===== config.mk =====
export PLATFORM = sky130hd
export DESIGN_NAME = asrm_irq_ctrl
export DESIGN_NICKNAME = d
export VERILOG_FILES = /design/src/rtl/asrm_irq_ctrl_pkg.sv /design/src/rtl/asrm_irq_sync.sv /design/src/rtl/asrm_irq_ctrl.sv
export SDC_FILE = /design/constraint.sdc
export NUM_CORES = 1
export LEC_CHECK = 0
export ABC_CLOCK_PERIOD_IN_PS = 3650
export BUFFER_PORTS_ARGS = -buffer_cell sky130_fd_sc_hd__buf_2
export CAP_MARGIN = 20
export CORE_MARGIN = 4
export CORE_UTILIZATION = 46
export DETAILED_ROUTE_END_ITERATION = 8
export PLACE_DENSITY = 0.67
export SYNTH_ARGS = -nofsm -noshare
export SYNTH_HDL_FRONTEND = slang
export SYNTH_HIERARCHICAL = 1
export SYNTH_SLANG_ARGS = --single-unit
export TNS_END_PERCENT = 100

===== constraint.sdc =====
create_clock -name clk -period 3.65 [get_ports clk]
set_input_delay 0.365 -clock clk [delete_from_list [all_inputs] [get_ports clk]]
set_output_delay 0.365 -clock clk [all_outputs]
set_load 0.1 [all_outputs]

===== src/rtl/asrm_irq_ctrl_pkg.sv =====
// asrm_irq_ctrl_pkg: shared constants and helpers for the asrm interrupt controller.
//   Instruction encodings and the PC register-bus index are the asrm ISA values
//   shared with the rest of the CPU (inst_setint, inst_retint, pc_id).
//   lowest_set() is the fixed-priority encoder used for both arbitration and
//   retint bookkeeping (index 0 is the most urgent).
package asrm_irq_ctrl_pkg;

    localparam int unsigned MAX_INT = 16;   // channel select is 4 bits wide
    localparam int unsigned CH_W    = 4;
    localparam int unsigned REG_W   = 4;

    // inst_setint: {INST_SETINT_OP, channel}; inst_retint: full opcode byte
    localparam logic [3:0]       INST_SETINT_OP = 4'hE;
    localparam logic [7:0]       INST_RETINT    = 8'hF0;
    localparam logic [REG_W-1:0] PC_ID          = 4'hF;

    typedef struct packed {
        logic            valid;
        logic [CH_W-1:0] idx;
    } prio_t;

    // Lowest set bit of req, i.e. the most urgent requester.
    function automatic prio_t lowest_set(input logic [MAX_INT-1:0] req);
        prio_t r;
        r.valid = 1'b0;
        r.idx   = '0;
        for (int i = MAX_INT - 1; i >= 0; i--) begin
            if (req[i]) begin
                r.valid = 1'b1;
                r.idx   = CH_W'(i);
            end
        end
        return r;
    endfunction

endpackage


===== src/rtl/asrm_irq_sync.sv =====
// asrm_irq_sync: per-channel 2-FF synchroniser plus rising-edge detector.
//   clk, reset   clock, synchronous active-low reset
//   async_in     raw interrupt pin
//   level_o      synchronised level (second FF)
//   rise_c       one-cycle pulse on a synchronised 0->1 transition
module asrm_irq_sync (
    input  logic clk,
    input  logic reset,
    input  logic async_in,
    output logic level_o,
    output logic rise_c
);

    logic s1_q, s1_d;
    logic s2_q, s2_d;
    logic s3_q, s3_d;   // previous synchronised value, for edge detection

    always_comb begin
        s1_d = async_in;
        s2_d = s1_q;
        s3_d = s2_q;
    end

    always_ff @(posedge clk) begin
        if (!reset) begin
            s1_q <= 1'b0;
            s2_q <= 1'b0;
            s3_q <= 1'b0;
        end else begin
            s1_q <= s1_d;
            s2_q <= s2_d;
            s3_q <= s3_d;
        end
    end

    assign level_o = s2_q;
    assign rise_c  = s2_q & ~s3_q;

endmodule


===== src/rtl/asrm_irq_ctrl.sv =====
// asrm_irq_ctrl: nested, fixed-priority interrupt controller for the asrm CPU.
//   clk, reset        clock, synchronous active-low reset
//   ext_int           asynchronous interrupt lines, one per channel
//   edge_mode         per channel: 1 = rising edge, 0 = level high
//   int_mask          per channel: 1 = enabled
//   cpu_update        CPU retires the current instruction this cycle
//   instruction       current opcode byte (setint channel in [3:0])
//   working_register  WR value, source of setint vectors
//   program_counter   PC of the current, not-yet-executed instruction
//   int_take          take interrupt this cycle ("int" is a reserved word)
//   out_routine       vector of the channel being taken
//   out, out_reg      register write bus contribution; 0 when idle
//   nest_level        return-address stack occupancy
// int_take, out_routine, out and out_reg are combinational from registered
// state and the current instruction, as the CPU consumes them in the same cycle.
module asrm_irq_ctrl
    import asrm_irq_ctrl_pkg::*;
#(
    parameter  int unsigned wordsize   = 16,
    parameter  int unsigned NUM_INT    = 8,
    parameter  int unsigned NEST_DEPTH = 4,
    localparam int unsigned LVL_W      = $clog2(NEST_DEPTH + 1)
) (
    input  logic                clk,
    input  logic                reset,
    input  logic [NUM_INT-1:0]  ext_int,
    input  logic [NUM_INT-1:0]  edge_mode,
    input  logic [NUM_INT-1:0]  int_mask,
    input  logic                cpu_update,
    input  logic [7:0]          instruction,
    input  logic [wordsize-1:0] working_register,
    input  logic [wordsize-1:0] program_counter,
    output logic                int_take,
    output logic [wordsize-1:0] out_routine,
    output logic [wordsize-1:0] out,
    output logic [REG_W-1:0]    out_reg,
    output logic [LVL_W-1:0]    nest_level
);

    logic [NUM_INT-1:0]  sync_level;
    logic [NUM_INT-1:0]  sync_rise;

    logic [NUM_INT-1:0]  pending_q, pending_d;
    logic [NUM_INT-1:0]  in_service_q, in_service_d;
    logic [wordsize-1:0] vector_q [NUM_INT];
    logic [wordsize-1:0] vector_d [NUM_INT];
    logic [wordsize-1:0] stack_q  [NEST_DEPTH];
    logic [wordsize-1:0] stack_d  [NEST_DEPTH];
    logic [LVL_W-1:0]    sp_q, sp_d;

    logic [NUM_INT-1:0]  eligible;
    prio_t               win;
    prio_t               isr_top;
    logic                win_ok;
    logic                stack_full;
    logic                take_c;
    logic                setint_c;
    logic                retint_c;
    logic [wordsize-1:0] routine_c;
    logic [wordsize-1:0] stack_top_c;

    // One synchroniser/edge detector per channel
    for (genvar g = 0; g < NUM_INT; g++) begin : g_sync
        asrm_irq_sync u_sync (
            .clk      (clk),
            .reset    (reset),
            .async_in (ext_int[g]),
            .level_o  (sync_level[g]),
            .rise_c   (sync_rise[g])
        );
    end

    // Arbitration and instruction decode
    always_comb begin
        eligible   = pending_q & int_mask & ~in_service_q;
        win        = lowest_set(MAX_INT'(eligible));
        isr_top    = lowest_set(MAX_INT'(in_service_q));
        // Only preempt when strictly more urgent than everything in service
        win_ok     = win.valid & (~isr_top.valid | (win.idx < isr_top.idx));
        stack_full = (sp_q == LVL_W'(NEST_DEPTH));
        take_c     = cpu_update & win_ok & ~stack_full;
        setint_c   = cpu_update & ~take_c & (instruction[7:4] == INST_SETINT_OP);
        retint_c   = cpu_update & ~take_c & (instruction == INST_RETINT) & (sp_q != '0);

        routine_c = '0;
        for (int i = 0; i < NUM_INT; i++) begin
            if (win.idx == CH_W'(i)) routine_c = vector_q[i];
        end

        stack_top_c = '0;
        for (int i = 0; i < NEST_DEPTH; i++) begin
            if (sp_q == LVL_W'(i + 1)) stack_top_c = stack_q[i];
        end
    end

    // Next-state for pending, in-service, vectors and the return stack
    always_comb begin
        pending_d    = pending_q;
        in_service_d = in_service_q;
        vector_d     = vector_q;
        stack_d      = stack_q;
        sp_d         = sp_q;

        // Edge: a new rise wins over a same-cycle clear by the take
        for (int i = 0; i < NUM_INT; i++) begin
            if (edge_mode[i]) begin
                pending_d[i] = (pending_q[i] & ~(take_c & (win.idx == CH_W'(i))))
                               | sync_rise[i];
            end else begin
                pending_d[i] = sync_level[i];
            end
        end

        if (take_c) begin
            sp_d = sp_q + LVL_W'(1);
            for (int i = 0; i < NEST_DEPTH; i++) begin
                if (sp_q == LVL_W'(i)) stack_d[i] = program_counter;
            end
            for (int i = 0; i < NUM_INT; i++) begin
                if (win.idx == CH_W'(i)) in_service_d[i] = 1'b1;
            end
        end else if (setint_c) begin
            // Channels at or above NUM_INT match no entry and are ignored
            for (int i = 0; i < NUM_INT; i++) begin
                if (instruction[3:0] == CH_W'(i)) vector_d[i] = working_register;
            end
        end else if (retint_c) begin
            sp_d = sp_q - LVL_W'(1);
            for (int i = 0; i < NUM_INT; i++) begin
                if (isr_top.idx == CH_W'(i)) in_service_d[i] = 1'b0;
            end
        end
    end

    // State registers
    always_ff @(posedge clk) begin
        if (!reset) begin
            pending_q    <= '0;
            in_service_q <= '0;
            vector_q     <= '{default: '0};
            stack_q      <= '{default: '0};
            sp_q         <= '0;
        end else begin
            pending_q    <= pending_d;
            in_service_q <= in_service_d;
            vector_q     <= vector_d;
            stack_q      <= stack_d;
            sp_q         <= sp_d;
        end
    end

    assign int_take    = take_c;
    assign out_routine = take_c ? routine_c : '0;
    assign out         = retint_c ? stack_top_c : '0;
    assign out_reg     = retint_c ? PC_ID : '0;
    assign nest_level  = sp_q;

endmodule


==> results.yml <==
outcome:
  status: "finished clean"
worst_setup_path:
  endpoint_kind: "primary output"
  slowest_delay_ns: 0.56
  cp.buffers_inverters: 3
  crit_required_ns: 3.28
  crit_path_cell_trace: "and3b_2, or4_4, nand2_4, inv_4, ha_4, o21ai_2, a32o_2, a21o_4, nand2_8, buf_6, a211oi_4, buf_12"
  cp_max_fo: 5
  crit_type: "reg2out"
  worstPathArrival_ns: 3.28
  cp_slowest_cell: "or4_4"
  start_kind: "flip-flop"
  crit_family: "simple AND/OR/NAND/NOR gates"
clock_tree:
  clock_path_buffers: 3
  clk-insertion-delay-late_ns: 0.54
  cts_max_level: 1
  cts_buffers: 26
  clk_pin_slew_ns: 0.06
  cts_tree: "done"
  root_buffer: "clkbuf_16"
  cts.sinks: 235
floorplanning:
  die-area_um2: 26600
  core_um2: 23600
  die_w_um: 163
  initial_utilization_pct: 46.9
  die_h_um: 163
  io_pins: 107
  rows: 56
layout:
  fillers: 2033
  final_nets: 1388
  drive_gt1_share_pct: 22.3
  multi_input_area_um2: 6430
  seqCellArea_um2: 4720
  diodes: 0
  area_delta_synth_final_pct: 27.0
  final_cell_mix: "nand2_1 (314), mux2i_1 (226), dfxtp_1 (226)"
  layout_commonest_cell: "nand2_1"
grt:
  grtUsageMet2_pct: 36.7
  grt_pass1_vias: 9061
  grtUsageTotal_pct: 22.3
  met3_usage_pct: 3.61
  grt_max_degree: 103
  grtUsageMet1_pct: 30.8
  antenna_found_initial: 1
  gr-max-usage-layer: "met2"
  grt_pass1_wl_um: 48400
  overflow: 0
pwr:
  power_mw: 6.19
  ir_drop_v: 0.000361
  p_leak_nw: 5.79
  power-per-cell-area_nw_per_um2: 440
sta:
  finalHoldViolations: 0
  period_minus_slack_ns: 3.64
  setup_viol: 0
  rsz0062_at_grt: "yes"
  holdWs_ns: 0.0341
  slew_headroom_pct: 48.7
  fin_crit_sh_pct: 99.8
  final.setup.worst_slack_ns: 0.00708
  clock_skew_ns: 0.0222
  max_freq_ghz: 0.275
  slew_violations: 0
  worst_slew_pin_slew_ns: 0.770
yosys:
  synth-edff-count: 0
  ys.warnings.count: 6
  syn_nets: 1279
  ys_seq_elements: 235
  synth_area_um2: 11100
  avgSynthCellArea_um2: 9.20
  ys_seq_area_share_pct: 42.5
  synth_top_area_share_pct: 42.5
  synth_top_area_cell: "dfxtp_1"
  synthArstFlopShare_pct: 0
  synthCells: 1204
  ys_types: 71
  yosys_most_used_dff: "dfxtp_1"
  synth_area_leaders: "dfxtp_1 (42%), mux2i_1 (20%), nand2_1 (11%), clkbuf_1 (1.8%), a21oi_1 (1.6%)"
route:
  drt_iter0_drc: 749
  drc: 0
  postRouteAntennaNets: 0
  dr.pass1.iters: 5
  vias: 9263
  vias_per_cell: 5.62
  routed_wl_um: 30200
  avgRoutedWirePerCell_um: 18.4
placement:
  dpl.hpwl_um: 19200
  gp_congestion: 0.852
  port_buffers: 106
  dp_slack_ns: 0.304
flow_run:
  drv_cap: 0
min_path:
  hp-class: "in2reg"
## power breakdown
group          switching (mW)  internal (mW)  total [mW]
registers              0.0305           2.61        2.64
clock network            1.06           1.63        2.69
logic                   0.573          0.291       0.864
total                    1.66           4.53        6.19
## registers in the layout, indices dropped and copies added, names as in the netlist
register               flops
stack_q                   64
nest_level                 3
g_sync.u_sync/level_o      8
g_sync.u_sync/s3_q         8
vector_q                 128
in_service_q               8
g_sync.u_sync/s1_q         8
pending_q                  8
## routing by layer
metal | vias to the layer above | routed length, µm
li1 | 4422 | -
met2 | 309 | 14200
met1 | 4477 | 13400
met4 | 2 | 659
met3 | 53 | 1980
met5 | - | 17
## path summary, 6_finish.rpt
| check | cells past startpoint | end | slack, ns | start |
|---|---|---|---|---|
| setup / recovery | 12 | out_routine[0] | 0.007 | in_service_q[7] |
| hold / removal | 2 | g_sync[3].u_sync/s1_q | 0.03 | ext_int[3] |
| setup reg to reg | 11 | stack_q[63] | 0.46 | in_service_q[7] |
| hold reg to reg | 1 | g_sync[1].u_sync/level_o | 0.42 | g_sync[1].u_sync/s1_q |
## logic make-up after synthesis
group	after synthesis	synth area share [%]
AND/OR/NAND/NOR	450	19.3
flip-flops	235	42.5
multiplexers	228	20.6
AO/OA/AOI/OAI	187	12.5
buffers and inverters	95	4.13
adder cells (fa/ha/maj)	8	0.903
XOR/XNOR	1	0.0791
## stage by stage
| stage | TNS [ns] | cells | cell area [µm²] | utilization, % |
|---|---|---|---|---|
| final | 0 | 1647 | 14100 | 59.6 |
| after global placement | 0 | 1586 | 12900 | 54.6 |
| after detailed placement | 0 | 1586 | 12900 | 54.6 |
| after CTS | 0 | 1644 | 14000 | 59.2 |
| after global routing | -0.285 | 1647 | 14100 | 59.6 |
| after floorplan | -3.02 | 1204 | 11500 | - |
## area by class of cell
type / count / share of cell area [%]
Inverter: 15 / 0.445
Timing Repair Buffer: 160 / 11.3
Clock inverter: 11 / 1.24
Multi-Input combinational cell: 875 / 45.7
Tap cell: 319 / 2.84
Clock buffer: 32 / 4.93
Sequential cell: 235 / 33.6
## timing repair
| action | in CTS | in global routing |
|---|---|---|
| hold endpoints to repair | 2 | 0 |
| endpoints found under the setup margin | 34 | 36 |
| resized for setup | 25 | 15 |
| hold buffers | 2 | 0 |
| buffers inserted | 12 | 3 |
| gates cloned | 1 | 0 |
| pin swaps | 6 | 4 |
## synthesized netlist by cell type, types with 4 or more instances
cell type  number
inv_1          14
buf_6           6
a221oi_1        4
a22o_1         13
buf_2           9
ha_1            8
nor2_1         21
clkbuf_1       53
a22oi_1        16
a32o_1         13
buf_4          12
o21ai_0        32
nand4_1         7
nor3_1          5
dfxtp_1       235
nor2b_1         6
nand3_1        20
a21oi_2         5
mux2i_1       226
o22ai_1        16
nor2b_4         8
nand3b_1        9
a21oi_1        36
a211oi_1       15
and3b_1         7
nand2_1       316
and2_1         28
No activity file was read; power rests on OpenSTA's default activity.
